--- config.mk ---
export PLATFORM = sky130hd
export DESIGN_NAME = chick_track_ctrl
export DESIGN_NICKNAME = d
export VERILOG_FILES = /design/src/rtl/chick_track_ctrl.sv
export SDC_FILE = /design/constraint.sdc
export NUM_CORES = 1
export LEC_CHECK = 0
export BUFFER_PORTS_ARGS = -buffer_cell sky130_fd_sc_hd__buf_2
export CAP_MARGIN = 20
export CORE_MARGIN = 2
export CORE_UTILIZATION = 56
export CTS_BUF_LIST = sky130_fd_sc_hd__clkbuf_8
export CTS_CLUSTER_DIAMETER = 150
export DETAILED_ROUTE_END_ITERATION = 7
export PLACE_DENSITY = 0.9
export SYNTH_ARGS = -nofsm -noshare
export SYNTH_HDL_FRONTEND = slang
export SYNTH_SLANG_ARGS = --single-unit
--- constraint.sdc ---
create_clock -name clk_i -period 8.2 [get_ports clk_i]
set_input_delay 2.46 -clock clk_i [delete_from_list [all_inputs] [get_ports clk_i]]
set_output_delay 2.46 -clock clk_i [all_outputs]
set_load 0.05 [all_outputs]
--- src/rtl/chick_track_ctrl.sv ---
// Position controller for every player on the circular chicken track:
// start-tile loading, one-tile-per-clock moves, landing-collision skip, lap counting and winner latch.
module chick_track_ctrl #(
  parameter int MAX_PLAYERS = 4,
  parameter int TRACK_LEN   = 24,
  parameter int POS_W       = 5,
  parameter int STEP_W      = 3,
  parameter int LAP_W       = 2,
  parameter int WIN_LAPS    = 2
) (
  input  logic                         clk_i,
  input  logic                         rst_i,
  input  logic                         init_i,
  input  logic [3:0]                   num_players_i,
  input  logic                         move_valid_i,
  output logic                         move_ready_o,
  input  logic [2:0]                   move_player_i,
  input  logic [STEP_W-1:0]            move_steps_i,
  output logic [MAX_PLAYERS*POS_W-1:0] pos_o,
  output logic [MAX_PLAYERS*LAP_W-1:0] laps_o,
  output logic [MAX_PLAYERS-1:0]       active_o,
  output logic                         move_done_o,
  output logic                         err_o,
  output logic                         winner_valid_o,
  output logic [2:0]                   winner_id_o
);

  localparam int IDX_W = (MAX_PLAYERS > 1) ? $clog2(MAX_PLAYERS) : 1;

  typedef enum logic [2:0] {
    S_IDLE = 3'd0,
    S_PLAY = 3'd1,
    S_STEP = 3'd2,
    S_SKIP = 3'd3,
    S_DONE = 3'd4,
    S_WON  = 3'd5
  } state_t;

  state_t            state_q;
  logic [POS_W-1:0]  pos_q   [MAX_PLAYERS];
  logic [POS_W-1:0]  start_q [MAX_PLAYERS];
  logic [LAP_W-1:0]  laps_q  [MAX_PLAYERS];
  logic [MAX_PLAYERS-1:0] active_q;
  logic [3:0]        nplayers_q;
  logic [IDX_W-1:0]  mover_q;
  logic [STEP_W-1:0] remaining_q;
  logic              move_ready_q;
  logic              move_done_q;
  logic              err_q;
  logic              winner_valid_q;
  logic [2:0]        winner_id_q;

  logic              init_ok_d;
  logic [POS_W-1:0]  spacing_d;
  logic [POS_W-1:0]  adv_pos_d;
  logic [LAP_W-1:0]  laps_adv_d;
  logic              occupied_d;
  logic              player_ok_d;

  // Tile spacing between start tiles, TRACK_LEN / n for each legal player count.
  function automatic logic [POS_W-1:0] tile_spacing(input logic [3:0] n);
    case (n)
      4'd2:    return POS_W'(TRACK_LEN / 2);
      4'd3:    return POS_W'(TRACK_LEN / 3);
      4'd4:    return POS_W'(TRACK_LEN / 4);
      4'd5:    return POS_W'(TRACK_LEN / 5);
      4'd6:    return POS_W'(TRACK_LEN / 6);
      4'd7:    return POS_W'(TRACK_LEN / 7);
      4'd8:    return POS_W'(TRACK_LEN / 8);
      default: return {POS_W{1'b0}};
    endcase
  endfunction

  // Next tile of the mover with wrap, its lap update, and landing occupancy by other players.
  always_comb begin
    init_ok_d   = init_i && (num_players_i >= 4'd2) && (num_players_i <= 4'(MAX_PLAYERS));
    spacing_d   = tile_spacing(num_players_i);
    player_ok_d = ({1'b0, move_player_i} < nplayers_q);
    adv_pos_d   = (pos_q[mover_q] == POS_W'(TRACK_LEN - 1)) ? {POS_W{1'b0}}
                                                             : pos_q[mover_q] + POS_W'(1);
    laps_adv_d  = laps_q[mover_q] + LAP_W'((adv_pos_d == start_q[mover_q]) &&
                                           (laps_q[mover_q] != {LAP_W{1'b1}}));
    occupied_d  = 1'b0;
    for (int i = 0; i < MAX_PLAYERS; i++) begin
      occupied_d = occupied_d | (active_q[i] && (IDX_W'(i) != mover_q) && (pos_q[i] == adv_pos_d));
    end
  end

  // Game FSM; init has priority in every state and aborts any move in flight.
  always_ff @(posedge clk_i or posedge rst_i) begin
    if (rst_i) begin
      state_q        <= S_IDLE;
      for (int i = 0; i < MAX_PLAYERS; i++) begin
        pos_q[i]   <= {POS_W{1'b0}};
        start_q[i] <= {POS_W{1'b0}};
        laps_q[i]  <= {LAP_W{1'b0}};
      end
      active_q       <= {MAX_PLAYERS{1'b0}};
      nplayers_q     <= 4'd0;
      mover_q        <= {IDX_W{1'b0}};
      remaining_q    <= {STEP_W{1'b0}};
      move_ready_q   <= 1'b0;
      move_done_q    <= 1'b0;
      err_q          <= 1'b0;
      winner_valid_q <= 1'b0;
      winner_id_q    <= 3'd0;
    end else begin
      move_done_q <= 1'b0;
      err_q       <= 1'b0;
      if (init_ok_d) begin
        for (int i = 0; i < MAX_PLAYERS; i++) begin
          if (4'(i) < num_players_i) begin
            pos_q[i]    <= POS_W'(i) * spacing_d;
            start_q[i]  <= POS_W'(i) * spacing_d;
            active_q[i] <= 1'b1;
          end else begin
            pos_q[i]    <= {POS_W{1'b0}};
            start_q[i]  <= {POS_W{1'b0}};
            active_q[i] <= 1'b0;
          end
          laps_q[i] <= {LAP_W{1'b0}};
        end
        nplayers_q     <= num_players_i;
        winner_valid_q <= 1'b0;
        winner_id_q    <= 3'd0;
        move_ready_q   <= 1'b1;
        state_q        <= S_PLAY;
      end else begin
        if (init_i) err_q <= 1'b1;
        case (state_q)
          S_IDLE: state_q <= S_IDLE;
          S_PLAY: begin
            if (move_valid_i && move_ready_q) begin
              if (!player_ok_d) begin
                err_q <= 1'b1;
              end else if (move_steps_i == {STEP_W{1'b0}}) begin
                move_done_q <= 1'b1;
              end else begin
                mover_q      <= IDX_W'(move_player_i);
                remaining_q  <= move_steps_i;
                move_ready_q <= 1'b0;
                state_q      <= S_STEP;
              end
            end
          end
          S_STEP: begin
            pos_q[mover_q]  <= adv_pos_d;
            laps_q[mover_q] <= laps_adv_d;
            remaining_q     <= remaining_q - STEP_W'(1);
            if (remaining_q == STEP_W'(1)) state_q <= occupied_d ? S_SKIP : S_DONE;
          end
          S_SKIP: begin
            pos_q[mover_q]  <= adv_pos_d;
            laps_q[mover_q] <= laps_adv_d;
            if (!occupied_d) state_q <= S_DONE;
          end
          S_DONE: begin
            move_done_q <= 1'b1;
            if (laps_q[mover_q] >= LAP_W'(WIN_LAPS)) begin
              winner_valid_q <= 1'b1;
              winner_id_q    <= 3'(mover_q);
              state_q        <= S_WON;
            end else begin
              move_ready_q <= 1'b1;
              state_q      <= S_PLAY;
            end
          end
          S_WON: state_q <= S_WON;
          default: begin
            move_ready_q <= 1'b0;
            state_q      <= S_IDLE;
          end
        endcase
      end
    end
  end

  for (genvar g = 0; g < MAX_PLAYERS; g++) begin : g_pack
    assign pos_o[g*POS_W +: POS_W]  = pos_q[g];
    assign laps_o[g*LAP_W +: LAP_W] = laps_q[g];
  end

  assign active_o       = active_q;
  assign move_ready_o   = move_ready_q;
  assign move_done_o    = move_done_q;
  assign err_o          = err_q;
  assign winner_valid_o = winner_valid_q;
  assign winner_id_o    = winner_id_q;

endmodule

==> reports/qor.yml <==
worst_slew_pin_slew_ns: 0.944
drtAntennaViolNets: 0
clockRootBuffer: "clkbuf_8"
synth_area_per_cell_um2: 9.50
cts_setup_buffers: 0
syn_area_um2: 3770
start_util_pct: 58.7
grtUsageTotal_pct: 28.3
grt_overflow_total: 0
end_kind: "flop"
clk_pin_slew_ns: 0.06
clk-insertion-delay-late_ns: 0.34
first_global_vias: 3162
final_max_slew_viol_count: 0
yosys.area.top_type: "dfrtp_1"
multi_input_area_um2: 2050
hpwl_um: 6610
htreeDepth: 3
placed_area_um2: 4070
yosys_register_bits: 63
final_area_um2: 4270
rsz0062_at_grt: "no"
cts.repair.resized: 0
antennaDiodeCount: 0
fill_cells: 482
grt_pass1_wl_um: 16100
vias: 3357
gp_congestion: 0.916
synth.distinct_cells: 62
synth_ff_type: "dfrtp_1"
cts.sinks: 63
antenna_found_initial: 0
synthCells: 397
drt-total-wl_um: 9720
startpoint_type: "input pin"
fin_util_pct: 66.4
syn_to_final_growth_pct: 13.1
synth_edf_count: 0
min_period_ns: 4.22
cts_tree: "done"
crit_type: "in -> reg"
synth.top_cell.area_share_pct: 41.8
syn_nets: 419
viasPerCell: 6.39
synth_warnings: 0
required_ns: 8.42
status: "completed"
setup_viol: 0
routedWlPerCell_um: 18.5
drtIter0Drc: 443
worst-path-max-fanout: 3
drtPass1Iterations: 5
synthArstFlopShare_pct: 100
finClkSkew_ns: 0.00907
slew-limit-headroom_pct: 36.8
holdBufCountCts: 0
fin_nets: 465
die_h_um: 86.1
max_freq_ghz: 0.237
synthTopCellsByArea: "dfrtp_1 42%, nand2_1 5.6%, mux2i_1 4.8%"
grt_max_degree: 64
num_rows: 29
portBuffers: 51
io-pin-count: 53
fin_tns_setup_ns: 0
drc_errors: 0
core_um2: 6420
fin_crit_sh_pct: 51.4
layout-drive-gt1-share_pct: 21.4
critical_path_arrival_ns: 4.44
cap_violations: 0
ys_seq_area_share_pct: 41.8
seq_area_um2: 1580
hold_viol: 0
dieArea_um2: 7410
die_w_um: 86.1
cts_buffer_depth: 2
hold_path_class: "reg -> reg"
cts_buffers: 9
==> cell families (layout without fill, tap and decap cells) <==
logic type	count (synthesis)	after routing	share of synthesized area [%]
AOI/OAI and AO/OA	93	93	17.2
xor gates and xnor gates	20	20	5.14
adders and majority gates	8	8	2.65
buffers and inverters	33	84	3.75
DFF	63	63	41.8
muxes	32	32	11.0
other	1	1	0.0994
and+or+nand+nor	147	147	18.3
==> state kept, by name, summed over array words and instances (netlist names) <==
signal          count
state_q             3
err_o               1
winner_id_o         2
nplayers_q          4
winner_valid_o      1
mover_q             2
active_o            4
move_done_o         1
laps_o              8
remaining_q         3
pos_o              20
move_ready_o        1
start_q            13
==> routing by layer <==
metal	wire length [um]	vias to the layer above	track usage, %
met5	0	-	0
met4	287	0	12.0
met3	688	32	5.97
met2	4680	173	45.2
met1	4060	1642	37.7
li1	-	1510	-
==> final timing paths <==
kind	depth (start not counted)	endpoint	startpoint	slack [ns]
max in group asynchronous	3	laps_o[0]$_DFFE_PP0P_	rst_i	5.34
min reg2reg	2	start_q[8]$_DFFE_PP0P_	start_q[8]$_DFFE_PP0P_	0.48
max reg2reg	11	state_q[2]$_DFFE_PP0P_	mover_q[0]$_DFFE_PP0P_	4.33
min	2	start_q[8]$_DFFE_PP0P_	start_q[8]$_DFFE_PP0P_	0.48
max	8	mover_q[0]$_DFFE_PP0P_	move_player_i[1]	3.98
min in group asynchronous	3	err_o$_DFF_PP0_	rst_i	2.35
==> layout by cell type, fill, tap and decap left out, types with 9 or more instances in the layout <==
| master | instances |
|---|---|
| a211oi_1 | 9 |
| a21oi_1 | 21 |
| buf_2 | 51 |
| clkbuf_8 | 11 |
| dfrtp_1 | 63 |
| inv_1 | 14 |
| mux2i_1 | 18 |
| nand2_1 | 56 |
| nand2b_1 | 10 |
| nor2_1 | 37 |
| o21ai_0 | 27 |
| xnor2_1 | 14 |
==> area by class of cell <==
type,instances,share of cell area (%)
clock buffer,11,3.55
inverter,12,1.06
timing repair buffer,56,6.86
clock inverter,5,1.17
multi-input combinational,301,48.2
tap,77,2.26
sequential,63,37.0
==> cells in the mapped netlist, types with 8 or more instances <==
master	number
a21oi_1	21
o21ai_0	27
nand2b_1	10
nor3_1	8
xnor2_1	14
a211oi_1	9
nand2_1	56
dfrtp_1	63
ha_1	8
inv_1	12
clkbuf_1	12
mux2i_1	18
nor2_1	37
==> per-stage QoR <==
step | instances | setup slack [ns] | hold WS [ns]
2_1_floorplan | 397 | 4.02 | 0.441
3_3_place_gp | 509 | 3.85 | 0.455
3_5_place_dp | 509 | 3.74 | 0.461
4_1_cts | 525 | 4.05 | 0.477
5_1_grt | 525 | 3.96 | 0.509
6_report | 525 | 3.98 | 0.477
==> critical path: stages <==
cell	delay, ns
buf_2	0.11
ha_1	0.31
a21o_1	0.17
a21oi_1	0.17
nor2_1	0.10
o311a_1	0.37
nor3_1	0.33
mux2_2	0.41
Power is not shown: default switching activity piles up to over one toggle a cycle in this logic, so the estimate is an artifact.
